--- src/rtl/instr_fetch_unit_pkg.sv ---
// Shared definitions for the instruction fetch unit: word width, fetch-state
// encodings and the instruction field bounds used for next-PC computation.
package instr_fetch_unit_pkg;

    localparam int unsigned IFU_WORD_SIZE = 16;

    typedef enum logic [1:0] {
        IDLE  = 2'd0,
        FETCH = 2'd1,
        EXEC  = 2'd2,
        HALT  = 2'd3
    } fetch_state_t;

    // Signed branch offset and absolute jump-target fields within instr
    localparam int unsigned BR_OFF_MSB  = 7;
    localparam int unsigned BR_OFF_LSB  = 0;
    localparam int unsigned BR_OFF_W    = BR_OFF_MSB - BR_OFF_LSB + 1;
    localparam int unsigned JMP_TGT_MSB = 11;
    localparam int unsigned JMP_TGT_LSB = 0;

endpackage

--- src/rtl/instr_fetch_unit_next_pc_calc.sv ---
// Combinational next-PC selection: register jump, in-page jump, taken branch,
// or sequential, in that priority order. All arithmetic wraps at WORD_SIZE.
module next_pc_calc
    import instr_fetch_unit_pkg::*;
#(
    parameter int unsigned WORD_SIZE = IFU_WORD_SIZE
) (
    input  logic [WORD_SIZE-1:0] pc,
    input  logic [WORD_SIZE-1:0] instr,
    input  logic                 jp,
    input  logic                 jp_reg,
    input  logic [WORD_SIZE-1:0] reg_target,
    input  logic                 branch,
    input  logic                 branch_taken,
    output logic [WORD_SIZE-1:0] next_pc
);

    logic [WORD_SIZE-1:0] w_pc_plus1;
    logic [WORD_SIZE-1:0] w_br_off;
    logic [WORD_SIZE-1:0] w_br_target;
    logic [WORD_SIZE-1:0] w_jmp_target;

    assign w_pc_plus1   = pc + WORD_SIZE'(1);
    assign w_br_off     = {{(WORD_SIZE-BR_OFF_W){instr[BR_OFF_MSB]}},
                           instr[BR_OFF_MSB:BR_OFF_LSB]};
    assign w_br_target  = w_pc_plus1 + w_br_off;
    // Jump keeps the current page (upper PC bits) and replaces the low field
    assign w_jmp_target = {pc[WORD_SIZE-1:JMP_TGT_MSB+1],
                           instr[JMP_TGT_MSB:JMP_TGT_LSB]};

    always_comb begin
        next_pc = w_pc_plus1;
        if (jp && jp_reg) begin
            next_pc = reg_target;
        end else if (jp) begin
            next_pc = w_jmp_target;
        end else if (branch && branch_taken) begin
            next_pc = w_br_target;
        end
    end

endmodule

--- src/rtl/instr_fetch_unit.sv ---
// Instruction fetch unit: owns the PC, fetches over the shared memory port,
// holds the instruction for the decoder and advances the PC on retire.
module instr_fetch_unit
    import instr_fetch_unit_pkg::*;
#(
    parameter int unsigned           WORD_SIZE = IFU_WORD_SIZE,
    parameter logic [WORD_SIZE-1:0]  RESET_PC  = '0
) (
    input  logic                 clk,
    input  logic                 reset_n,
    output logic                 readM,
    output logic [WORD_SIZE-1:0] address,
    input  logic [WORD_SIZE-1:0] data,
    input  logic                 inputReady,
    output logic [WORD_SIZE-1:0] instr,
    output logic                 instr_valid,
    output logic [WORD_SIZE-1:0] pc,
    output logic [WORD_SIZE-1:0] pc_plus1,
    input  logic                 exec_done,
    input  logic                 jp,
    input  logic                 jp_reg,
    input  logic [WORD_SIZE-1:0] reg_target,
    input  logic                 branch,
    input  logic                 branch_taken,
    input  logic                 halt,
    output logic [WORD_SIZE-1:0] num_inst,
    output logic                 halted
);

    fetch_state_t         r_state;
    logic [WORD_SIZE-1:0] r_pc;
    logic [WORD_SIZE-1:0] r_instr;
    logic [WORD_SIZE-1:0] r_num_inst;
    logic                 r_readM;
    logic                 r_instr_valid;
    logic                 r_halted;
    logic [WORD_SIZE-1:0] w_next_pc;

    next_pc_calc #(
        .WORD_SIZE (WORD_SIZE)
    ) u_next_pc_calc (
        .pc           (r_pc),
        .instr        (r_instr),
        .jp           (jp),
        .jp_reg       (jp_reg),
        .reg_target   (reg_target),
        .branch       (branch),
        .branch_taken (branch_taken),
        .next_pc      (w_next_pc)
    );

    // Status outputs are registered alongside the state so they track it exactly
    always_ff @(posedge clk or negedge reset_n) begin
        if (!reset_n) begin
            r_state       <= IDLE;
            r_pc          <= RESET_PC;
            r_instr       <= '0;
            r_num_inst    <= '0;
            r_readM       <= 1'b0;
            r_instr_valid <= 1'b0;
            r_halted      <= 1'b0;
        end else begin
            case (r_state)
                IDLE: begin
                    r_state <= FETCH;
                    r_readM <= 1'b1;
                end
                FETCH: begin
                    if (inputReady) begin
                        r_instr       <= data;
                        r_state       <= EXEC;
                        r_readM       <= 1'b0;
                        r_instr_valid <= 1'b1;
                    end
                end
                EXEC: begin
                    if (exec_done) begin
                        r_pc          <= w_next_pc;
                        r_num_inst    <= r_num_inst + WORD_SIZE'(1);
                        r_instr_valid <= 1'b0;
                        if (halt) begin
                            r_state  <= HALT;
                            r_halted <= 1'b1;
                        end else begin
                            r_state <= FETCH;
                            r_readM <= 1'b1;
                        end
                    end
                end
                HALT: begin
                    r_state <= HALT;
                end
                default: begin
                    r_state       <= IDLE;
                    r_readM       <= 1'b0;
                    r_instr_valid <= 1'b0;
                    r_halted      <= 1'b0;
                end
            endcase
        end
    end

    assign readM       = r_readM;
    assign address     = r_pc;
    assign instr       = r_instr;
    assign instr_valid = r_instr_valid;
    assign pc          = r_pc;
    assign pc_plus1    = r_pc + WORD_SIZE'(1);
    assign num_inst    = r_num_inst;
    assign halted      = r_halted;

endmodule

--- config.mk ---
export PLATFORM = sky130hd
export DESIGN_NAME = instr_fetch_unit
export DESIGN_NICKNAME = d
export VERILOG_FILES = /design/src/rtl/instr_fetch_unit_pkg.sv /design/src/rtl/instr_fetch_unit_next_pc_calc.sv /design/src/rtl/instr_fetch_unit.sv
export SDC_FILE = /design/constraint.sdc
export NUM_CORES = 1
export LEC_CHECK = 0
export BUFFER_PORTS_ARGS = -buffer_cell sky130_fd_sc_hd__buf_4
export CAP_MARGIN = 20
export CORE_MARGIN = 1.5
export CORE_UTILIZATION = 37
export CTS_CLUSTER_SIZE = 25
export DETAILED_ROUTE_END_ITERATION = 6
export SLEW_MARGIN = 20
export SYNTH_ARGS = -nofsm -noshare
export SYNTH_HDL_FRONTEND = slang
export SYNTH_SLANG_ARGS = --single-unit
--- constraint.sdc ---
create_clock -name clk -period 2.45 [get_ports clk]
set_input_delay 0 -clock clk [delete_from_list [all_inputs] [get_ports clk]]
set_output_delay 0 -clock clk [all_outputs]
set_load 0.01 [all_outputs]
# Word-level counts from Yosys, hierarchy flattened
# Cells that the tools add are included.
[op_classes]
div = 0
eq_ne = 7
multipliers = 0
muxes = 14
reduce_logical = 12
n_shift = 0
add_sub_neg = 3
bitwise_logic = 0
order_cmp = 0
[op_table]
columns = ["op", "count"]
rows = [
  ["$mux 16", 3],
  ["$add 16x1->16 const B", 2],
  ["$add 16x16->16", 1],
  ["$reduce_and 3->1", 3],
  ["$pmux 2 s4", 1],
  ["$mux 2", 3],
  ["$ne 2x2->1 const B", 3],
  ["$reduce_and 2->1", 3],
  ["$mux 1", 5],
  ["$eq 2x2->1 const B", 2],
  ["$reduce_and 4->1", 1],
  ["$pmux 1 s3", 1],
  ["$reduce_bool 3->1", 1],
  ["$eq 2x1->1 const B", 1],
  ["$logic_and 1x1->1", 2],
  ["$logic_not 2->1", 1],
  ["$ne 2x1->1 const B", 1],
  ["$pmux 1 s2", 1],
  ["$reduce_bool 2->1", 1],
]
[word_totals]
latchBits = 0
elab_cells = 44
reg_bits = 53
memories = 0
inputBits = 41
mem_bits_ro = 0
ramBits = 0
out_inout_bits = 83

# Depth between registers and ports, before layout
# Gate-level depths: netlist (run 1).
[logic_depth]
word_depth = 5
ltp_mapped = 12

# Cells and area by module
# From an unflattened synthesis (run 1), not the netlist that was laid out.
[hier_totals]
hier_cells = 457
hier_area_um2 = 4090.2
[by_module_without_submodules]
columns = ["module", "cells_per_inst", "n_inst", "area_per_inst_um2"]
rows = [
  ["instr_fetch_unit", 235, 1, 2486.1],
  ["next_pc_calc", 222, 1, 1604.0],
]

# Least setup slack after synthesis (run 1)
# Ideal clock, no wire load.
[synth_path]
path_type = "flip-flop to flip-flop"
startpoint = "register r_pc[0], in the netlist address[0]"
endpoint = "register r_pc[15], in the netlist address[15]"
arrival_time_ns = 2.640
period_less_slack_ns = 2.729
path_slack_ns = -0.279
path_stages_with_launch = 13
setup_time_ns = 0.088
cell_sequence = "dfrtp_1 ha_1 nand2_1 nor2_1 nand4_1 xnor2_1 ha_1 a21oi_1 o21ai_0 a31oi_1 o21ai_0 xnor2_1 a41oi_1"
[synth_via]
elab_chain_len = 5
[synth_lines]
columns = ["item", "line_no", "source"]
rows = [
  ["start, declared", "instr_fetch_unit.sv:31", "logic [WORD_SIZE-1:0] r_pc;"],
  ["start signal, assigned", "instr_fetch_unit.sv:78", "r_pc <= w_next_pc;"],
  ["$add 16x1->16", "--", ""],
  ["via pc_plus1[10]", "instr_fetch_unit.sv:18", "output logic [WORD_SIZE-1:0] pc_plus1,"],
  ["$add 16x16->16", "instr_fetch_unit_next_pc_calc.sv:26", "assign w_br_target = w_pc_plus1 + w_br_off;"],
  ["$mux 16", "instr_fetch_unit_next_pc_calc.sv:37", "end else if (branch && branch_taken) begin"],
  ["$mux 16", "instr_fetch_unit_next_pc_calc.sv:35", "end else if (jp) begin"],
  ["$mux 16", "instr_fetch_unit_next_pc_calc.sv:33", "if (jp && jp_reg) begin"],
]
# The timed path passes the listed nets, and every way through them passes these cells. The select of a mux whose other input is x is not followed.
# A chain may end at the register's enable or synchronous reset.

# Worst setup path in the final report (run 1)
[layout_path]
startpoint = "register r_pc[1], in the netlist address[1]"
endpoint = "register r_pc[9], in the netlist address[9]"
[layout_via]
elab_chain_len = 5
[layout_lines]
columns = ["item", "line_no", "source"]
rows = [
  ["$add 16x1->16 *", "instr_fetch_unit_next_pc_calc.sv:23", "assign w_pc_plus1 = pc + WORD_SIZE'(1);"],
  ["$add 16x16->16", "instr_fetch_unit_next_pc_calc.sv:26", ""],
  ["$mux 16 *", "instr_fetch_unit_next_pc_calc.sv:37", ""],
  ["$mux 16 *", "instr_fetch_unit_next_pc_calc.sv:35", ""],
  ["$mux 16 *", "instr_fetch_unit_next_pc_calc.sv:33", ""],
]
# Every way passes the cells marked *; elsewhere a longest branch is shown, timed or not. The select of a mux whose other input is x is not followed.

==> results of run 1 <==
==> how the worst max path moves through the flow <==
stage / start / end / slack (ns) / depth (start not counted)
6_report: address[1] / address[9] / -0.22 / 11
5_1_grt: address[1] / address[13] / -0.31 / 11
4_1_cts: address[0] / address[10] / -0.06 / 11
3_3_place_gp: address[0] / address[15] / -0.11 / 12
3_5_place_dp: address[0] / address[15] / -0.18 / 12
2_1_floorplan: address[0] / address[13] / -0.01 / 11
==> power by group through the flow <==
stage	Combinational, mW	Clock, mW	Sequential (mW)
floorplan	2.13	0	1.62
global placement	4.14	0	1.44
detailed placement	4.16	0	1.45
CTS	4.71	0.569	1.45
global route	5.86	0.593	1.52
finish	5.46	0.557	1.48
==> worst max-delay path, delay by kind of cell (launching register included) <==
| family | cells | cell delay [ns] |
|---|---|---|
| fa+ha+maj | 2 | 0.46 |
| compound gates | 5 | 0.97 |
| buf+inv | 2 | 0.33 |
| flops | 1 | 0.48 |
| xor+xnor | 2 | 0.31 |
==> stage by stage <==
| stage | utilization | hold slack (ns) | worst slack (ns) | TNS [ns] | power (mW) |
|---|---|---|---|---|---|
| floorplan | - | -0.2956 | -0.01102 | -0.01909 | 3.751 |
| global placement | 0.5341 | 0.1001 | -0.1059 | -0.5415 | 5.579 |
| detailed placement | 0.5341 | 0.09200 | -0.1836 | -0.8773 | 5.615 |
| CTS | 0.5900 | 0.01914 | -0.05991 | -0.2196 | 6.727 |
| global route | 0.6319 | 0.1010 | -0.3142 | -2.810 | 7.970 |
| finish | 0.6319 | 0.02369 | -0.2188 | -1.402 | 7.496 |
==> cells by family after synthesis <==
logic type                 after synthesis
AOI/OAI and AO/OA                       97
xor gates and xnor gates                41
adders and majority gates               21
buffers and inverters                   38
DFF                                     53
muxes                                   30
and+or+nand+nor                        118
==> cell type report <==
class | instances | area (sq um)
repair buffers | 233 | 1833
multi-input cells | 307 | 2684
fillers | 807 | 3581
clock inverters | 3 | 26.28
clock buffers | 5 | 68.82
well taps | 133 | 166.4
flip-flops and latches | 53 | 1336
inverters | 9 | 33.78
==> synth_stat cells (4+ instances only) <==
| cell | n | share of area |
|---|---|---|
| buf_2 | 4 | 0.0054 |
| inv_1 | 8 | 0.0081 |
| a21oi_1 | 28 | 0.038 |
| nand3_1 | 18 | 0.024 |
| xor2_1 | 13 | 0.031 |
| nor3_1 | 4 | 0.0054 |
| mux2_2 | 18 | 0.055 |
| dfrtp_1 | 53 | 0.36 |
| o21ai_0 | 24 | 0.032 |
| and3_1 | 4 | 0.0068 |
| ha_1 | 20 | 0.068 |
| nand2_1 | 44 | 0.045 |
| nor2_1 | 23 | 0.023 |
| o22ai_1 | 4 | 0.0068 |
| nand3b_1 | 4 | 0.0081 |
| mux2i_1 | 12 | 0.032 |
| o211ai_1 | 7 | 0.014 |
| buf_4 | 16 | 0.032 |
| xnor2_1 | 27 | 0.064 |
| clkbuf_1 | 8 | 0.0081 |
==> per-layer routing <==
metal  wire length [um]  vias to the layer above  part of all wire  GRT usage
li1                   -                     1838                 -          -
met4                260                        0             0.021    0.06653
met1               5273                     1841              0.42     0.3001
met2               6226                      144              0.50     0.3978
met5                  0                        -                 0          0
met3                690                       21             0.055    0.02847
==> repair_timing <==
action,4_1_cts,5_1_grt
hold buffers,20,0
setup buffers,13,17
endpoints found under the setup margin,9,11
endpoints found under the hold margin,72,0
pin swaps,21,36
resized for setup,29,51
==> layout by cell type, fill, tap and decap left out, types with 8 or more instances in the layout <==
| master | count |
|---|---|
| inv_1 | 8 |
| nand2_1 | 41 |
| o21ai_0 | 14 |
| mux2i_1 | 12 |
| dfrtp_2 | 8 |
| a21oi_1 | 20 |
| ha_4 | 9 |
| dlygate4sd3_1 | 20 |
| xnor2_1 | 19 |
| ha_1 | 11 |
| mux2_2 | 18 |
| nor2_1 | 21 |
| xor2_1 | 8 |
| buf_6 | 9 |
| dfrtp_1 | 45 |
| buf_4 | 204 |
| nand3_1 | 14 |
==> sequential cells by signal, summed over array words and instances, names as in the netlist <==
| register | flops |
|---|---|
| num_inst | 16 |
| readM | 1 |
| halted | 1 |
| r_state | 2 |
| instr_valid | 1 |
| instr | 16 |
| address | 16 |
==> flow_summary.toml, run 1 <==
[outcome]
status = "finished, violations left"
violations = "setup timing"

[hold_path]
hp-class = "input port to flop"
min_to = "address[2]"
hp-start = "reg_target[2]"
whs_path_depth = 5

[logic_synthesis]
yosys.area_share.simple = 0.1605
synth.distinct_cells = 54
synth_area_sq_mm = 0.003702
ys_seq_area_frac = 0.3582
synth_xor_area_frac = 0.1010
syn_area_per_cell_sq_um = 9.302
synth_top_family_by_area = "compound AO/OA/AOI/OAI gates"
synth_compound_area_frac = 0.1639
ys_ff_latch = 53
postSynthCellCount = 398
synth-adder-area-share = 0.07300
yosys_warnings = 0
synthMuxAreaShare = 0.08719
async_flop_share = 1.000
syn-num-nets = 460
synth_edf_count = 0
ys.flop_type = "dfrtp_1"

[pwr]
ir_drop_mv = 0.8227
p_seq_frac = 0.197
intPower_mw = 4.271
clkPwrFrac = 0.074
p_per_area_mw_per_mm2 = 1219
power.net_switching_mw = 3.224
swShare = 0.4302
p_comb_frac = 0.728
power_leakage_nw = 2.908

[job]
max-cap-violations = 0

[critical_path]
cp_slowest_cell = "dfrtp_2"
crit_path_start_kind = "flop"
r2r-start = "address[1]"
r2r-end = "address[9]"
worstPathCellList = "ha_4, buf_4, xor2_2, ha_4, o211ai_1, o211ai_1, buf_4, a41oi_4, xnor2_2, a221oi_2, o21ai_1"
cp-end-kind = "flop"
r2r_slack_ns = -0.22
reg2reg_depth = 11
cp_max_fo = 4
worstPathArrival_ns = 2.87
worst_ep_required_time_ns = 2.65
max_stage_delay_ns = 0.48
critPathKind = "flop to flop"

[sta]
slew_headroom = 0.4194
setup_slack_ns = -0.2188
setup_violations = 11
min_period_ns = 2.669
rsz0062_at_grt = "true"
clock_skew_ns = 0.009379
slew_viol_final = 0
max_freq_mhz = 374.7
worst_pin_slew_ns = 0.8677
finalHoldViolCount = 0
finalCritPeriodShare = 1.089

[final_layout]
drive_gt1_frac = 0.5033
syn_to_final_growth_pct = 66.07
finalNonFillerCells = 743
final_area_sq_mm = 0.006148
fin_nets = 671
antenna_cells = 0

[placed_design]
dp_hpwl_um = 8561
portBuffers = 123
place_area_sq_mm = 0.005196
gp_congestion = 0.9429
place_inst = 685

[drt]
drc_errors = 0
vias = 3844
first_iter_violations = 135
wirelength_um = 12450
wl_per_cell_um = 16.76
antenna_left = 0
drt-vias-per-instance = 5.174
drt_pass1_iterations = 4

[floorplanning]
die_height_um = 103.0
initial_core_util = 0.3805
io_pins = 124
row_count = 36
die_x_um = 103.0
core_area_sq_mm = 0.009729
die_area_sq_mm = 0.01062

[clock_tree]
cts_tree = "yes"
clkTransAtPathRegs_ns = 0.12
h-tree-depth = 2
clock_sinks = 53
cts_buffers = 5
root_buffer = "clkbuf_8"
clkLatencyLatePin_ns = 0.32
cts_buffer_depth = 2

[grt]
antenna_found_initial = 0
grt_remaining_overflow = 0
grt_pass1_wl_um = 18700
grt_pass1_vias = 3638
grt_start_max_net_pins = 54
grt.total_usage = 0.2293
No activity file was read; power rests on OpenSTA's default activity.
==> inputs of run 2 (changes only) <==
- CTS_BUF_LIST: default -> sky130_fd_sc_hd__clkbuf_4
==> run 2 against run 1 <==
Compared with the run above:
- the flow finishes with violations (hold timing, setup timing)
- design area fell by 2.2%
- cell count fell by 0.81%
- worst hold slack got worse by 0.029 ns
- setup slack improved by 0.049 ns
- sequential cell count did not move
- critical path depth rose by 1
- first-iteration DRC count rose by 9.6%
- maximum frequency rose by 1.9%
- critical path type unchanged
==> flow_summary.toml, run 2 (same netlist as run 1, synthesis figures left out) <==
[clock_tree]
cts_buffer_depth = 2
cts_tree = "yes"
clkTransAtPathRegs_ns = 0.18
cts_buffers = 5
root_buffer = "clkbuf_4"
clock_sinks = 53
clkLatencyLatePin_ns = 0.39
h-tree-depth = 2

[final_layout]
final_cell_mix = "198 x buf_4, 45 x dfrtp_1, 43 x nand2_1"
antenna_cells = 0
syn_to_final_growth_pct = 62.39
finish.utilization = 0.6179
final_common_cell = "buf_4"
fin_nets = 665
drive_gt1_frac = 0.4868

[drt]
vias = 3797
drc_errors = 0
wirelength_um = 12130
wl_per_cell_um = 16.46
antenna_left = 0
first_iter_violations = 148
drt-vias-per-instance = 5.152
drt_pass1_iterations = 4

[sta]
rsz0062_at_grt = "true"
finalCritPeriodShare = 1.069
worst_pin_slew_ns = 0.8038
worst_hold_slack_ns = -0.005411
min_period_ns = 2.620
finalHoldViolCount = 1
clock_skew_ns = 0.01075
totalNegativeSetupSlack_ns = -0.6122
max_freq_mhz = 381.7
setup_violations = 7
setup_slack_ns = -0.1699
slew_viol_final = 0
slew_headroom = 0.4622

[floorplanning]
row_count = 36
io_pins = 124
die_height_um = 103.0
die_x_um = 103.0
initial_core_util = 0.3805
die_area_sq_mm = 0.01062
core_area_sq_mm = 0.009729

[critical_path]
worstPathCellList = "nand4_4, buf_4, nor3_4, buf_6, xor2_4, buf_4, ha_1, a221oi_4, buf_4, xnor2_1, nand2_1, a21oi_2"
cp_slowest_cell = "dfrtp_2"
cp-end-kind = "flop"
crit_path_start_kind = "flop"
critPathKind = "flop to flop"
critPathBufInv = 4
critical-path-top-delay-family = "buffers and inverters"
worstPathArrival_ns = 2.95
max_stage_delay_ns = 0.47
cp_max_fo = 5
worst_ep_required_time_ns = 2.78
cp_common_cell = "buf_4"

[pwr]
clkPwrFrac = 0.063
p_per_area_mw_per_mm2 = 1194
power_leakage_nw = 2.834
swShare = 0.4329
p_seq_frac = 0.206
ir_drop_mv = 0.7641
power.net_switching_mw = 3.108
p_comb_frac = 0.731
intPower_mw = 4.071

[grt]
grt_use_met3 = 0.02780
grt_start_max_net_pins = 54
antenna_found_initial = 0
grtUsageMet2 = 0.4003
top_usage_layer = "met2"
use_met1 = 0.3000
grt_pass1_vias = 3635
grt.total_usage = 0.2274
grt_remaining_overflow = 0
grt_pass1_wl_um = 18610

[placed_design]
dp_slack_ns = -0.1836
dp_hpwl_um = 8561
portBuffers = 123
gp_congestion = 0.9429

[hold_path]
hp-class = "input port to flop"

[outcome]
status = "finished, violations left"
violations = "hold timing, setup timing"

[job]
max-cap-violations = 0
-- run 2: changes by cell type in the layout (fill, tap and decap cells not counted), moves of 3 or more --
cell,change
buf_6,-4
nand3_4,-3
clkbuf_8,-5
clkbuf_4,+5
buf_4,-6
dlygate4sd3_1,+4
-- run 2: path summary, 6_finish.rpt --
path | startpoint | end | slack (ns) | cells after the start
setup / recovery | address[2] | address[10] | -0.17 | 12
hold / removal | reg_target[12] | address[12] | -0.005 | 5
setup reg to reg | address[2] | address[10] | -0.17 | 12
hold reg to reg | num_inst[15] | num_inst[15] | 0.49 | 1
max in group asynchronous | reset_n | address[6] | 1.78 | 2
min in group asynchronous | reset_n | address[13] | 0.17 | 2
-- run 2: final cells by class --
class / instances / area [sq um]
fill: 827 / 3717
clock buffer: 5 / 37.54
multi-input combinational: 307 / 2629
tap: 133 / 166.4
clock inverter: 3 / 26.28
sequential: 53 / 1336
inverter: 9 / 33.78
timing repair buffer: 227 / 1783
-- run 2: tightest hold or removal path: cells and delay by family --
family          cells  cell delay [ns]
buf+inv             1             0.11
compound gates      2             0.15
simple gates        2             0.12
-- run 2: repair_timing --
item / in CTS / in global routing
setup endpoints to repair: 9 / 11
hold buffers: 24 / 0
pin swaps: 19 / 23
endpoints found under the hold margin: 76 / 0
setup buffers: 11 / 9
gates resized for setup: 29 / 37
gates cloned: 0 / 0
-- run 2: through the flow --
stage               cells  power [mW]  instance area, sq um
finish                737       7.180                  6012
global route          737       7.652                  6012
CTS                   728       6.598                  5742
floorplan             398       3.751                  3836
detailed placement    685       5.615                  5196
global placement      685       5.579                  5196
-- run 2: routing by layer --
metal	vias to the layer above	wire [um]	share of wire
li1	1823	-	-
met1	1823	5230	0.43
met5	-	0	0
met3	20	675	0.056
met4	0	235	0.019
met2	131	5992	0.49
-- run 2: power by group through the flow --
stage                     Sequential (mW)  Clock, mW  Combinational [mW]
final                                1.48      0.451                5.25
after global routing                 1.52      0.491                5.64
after CTS                            1.44      0.459                4.69
after detailed placement             1.45          0                4.16
after global placement               1.44          0                4.14
after floorplan                      1.62          0                2.13
==> inputs of run 3 (changes only) <==
- BUFFER_PORTS_ARGS: -buffer_cell sky130_fd_sc_hd__buf_4 -> -buffer_cell sky130_fd_sc_hd__buf_2
- clock period: 2.45 -> 2.9 ns (I/O delays scaled with it)
==> run 3 against run 2 <==
Compared with the run above:
- the flow now finishes without violations
- combinational power decreased by 47%
- worst hold slack improved by 0.021 ns
- die area unchanged
- count of clock-buffer cells in the layout increased by 1
- design area decreased by 19%
- cell count decreased by 7.9%
- setup slack improved by 0.37 ns
- global-route usage decreased by 2.0 points
- first-iteration DRC count decreased by 13%
- register-to-register slack improved by 0.37 ns
==> flow_summary.toml, run 3 (same netlist as run 1, synthesis figures left out) <==
[final_layout]
multi_input_area_sq_mm = 0.002227
final_cell_mix = "123 x buf_2, 50 x dfrtp_1, 44 x nand2_1"
finalNonFillerCells = 679
syn_to_final_growth_pct = 31.33
register_area_sq_mm = 0.001330
fin_nets = 607
final_area_sq_mm = 0.004862
antenna_cells = 0
final_common_cell = "buf_2"
drive_gt1_frac = 0.3480
fill_cells = 996

[critical_path]
worst_ep_required_time_ns = 3.17
crit_path_start_kind = "flop"
cp_max_fo = 6
crit_path_start = "address[0]"
r2r-start = "address[0]"
cp-end-kind = "flop"
critPathKind = "flop to flop"
worstPathArrival_ns = 2.97

[grt]
antenna_found_initial = 0
grt_remaining_overflow = 0
grt_pass1_vias = 3419
grt.total_usage = 0.2077
grt_pass1_wl_um = 17040
grt_start_max_net_pins = 35

[clock_tree]
clkLatencyLatePin_ns = 0.37
cts_buffers = 5
clkTransAtPathRegs_ns = 0.16
clock_sinks = 53
root_buffer = "clkbuf_4"
cts_tree = "yes"
h-tree-depth = 2
cts_buffer_depth = 2

[placed_design]
portBuffers = 123
place_area_sq_mm = 0.004468
place_inst = 646
dp_hpwl_um = 8164
gp_congestion = 0.9610

[drt]
antenna_left = 0
drt-vias-per-instance = 5.239
vias = 3557
drt_pass1_iterations = 4
wirelength_um = 10790
wl_per_cell_um = 15.89
first_iter_violations = 129
drc_errors = 0

[hold_path]
hp-start = "reg_target[13]"
hp-class = "input port to flop"

[floorplanning]
die_height_um = 103.0
core_area_sq_mm = 0.009729
die_x_um = 103.0
io_pins = 124
initial_core_util = 0.3805
row_count = 36
die_area_sq_mm = 0.01062

[sta]
min_period_ns = 2.696
max_freq_mhz = 370.9
slew_viol_final = 0
slew_headroom = 0.3926
setup_violations = 0
clock_skew_ns = 0.01708
worst_pin_slew_ns = 0.9084
finalHoldViolCount = 0
finalCritPeriodShare = 0.9297

[outcome]
status = "complete, no violations"

[job]
max-cap-violations = 0

[pwr]
ir_drop_mv = 0.4633
power_leakage_nw = 2.410
p_per_area_mw_per_mm2 = 922.9
## run 3: changes by cell type in the layout (fill, tap and decap cells not counted), moves of 5 or more
cell     before  now
a21oi_1      20   27
o21ai_1       9    3
buf_4       198   22
dfrtp_2       8    3
dfrtp_1      45   50
o21ai_0      14   22
buf_6         5    0
ha_1          9   19
buf_2         0  123
a21oi_2       6    1
ha_4         10    0
## run 3: final timing paths
path,slack (ns),depth (start not counted),end
max in group asynchronous,1.90,3,address[10]
min reg2reg,0.48,1,num_inst[15]
min,0.02,3,address[13]
max,0.20,11,address[14]
min in group asynchronous,0.22,2,num_inst[10]
max reg2reg,0.20,11,address[14]
## run 3: per-layer routing
| metal | share of wire | vias to the layer above | routed length (um) | global-route usage |
|---|---|---|---|---|
| li1 | - | 1701 | - | - |
| met1 | 0.43 | 1709 | 4660 | 0.2768 |
| met2 | 0.49 | 139 | 5328 | 0.3578 |
| met3 | 0.065 | 8 | 697 | 0.03458 |
| met4 | 0.0096 | 0 | 104 | 0.03950 |
| met5 | 0 | - | 0 | 0 |
## run 3: timing repair
action / CTS / global route
resized for setup: 0 / 15
hold buffers: 24 / 0
buffers inserted: 0 / 1
endpoints found under the setup margin: 0 / 8
hold endpoints to repair: 56 / 0
## run 3: through the flow
stage                     hold slack [ns]  setup TNS, ns  worst slack (ns)  utilization  power, mW
after global routing              0.06042     -0.0004290        -0.0004290       0.4997      4.878
after global placement             0.1221              0           0.08234       0.4592      3.914
after detailed placement           0.1362              0           0.06091       0.4592      3.942
final                             0.01572              0            0.2039       0.4997      4.487
after floorplan                   -0.2956              0            0.1713            -      3.051
after CTS                        0.008370              0           0.02577       0.4925      4.426
## run 3: critical path: stages, from the launching register on
cell	delay, ns
dfrtp_1	0.41
buf_4	0.16
inv_1	0.07
ha_1	0.24
fa_1	0.46
a211oi_2	0.30
o211ai_1	0.15
a221oi_1	0.26
buf_4	0.18
nand3b_1	0.10
mux2i_1	0.18
o22ai_1	0.11
## run 3: power breakdown
part / switching [mW] / internal [mW] / total [mW]
Clock: 0.247 / 0.194 / 0.441
Sequential: 0.295 / 0.953 / 1.25
Combinational: 1.51 / 1.29 / 2.80
Total: 2.06 / 2.43 / 4.49
## run 3: final cells by class
cell class,count,area share
well taps,133,0.03423
clock buffers,6,0.009264
multi-input cells,307,0.4581
repair buffers,169,0.2100
inverters,9,0.006948
flip-flops and latches,53,0.2735
clock inverters,2,0.007977
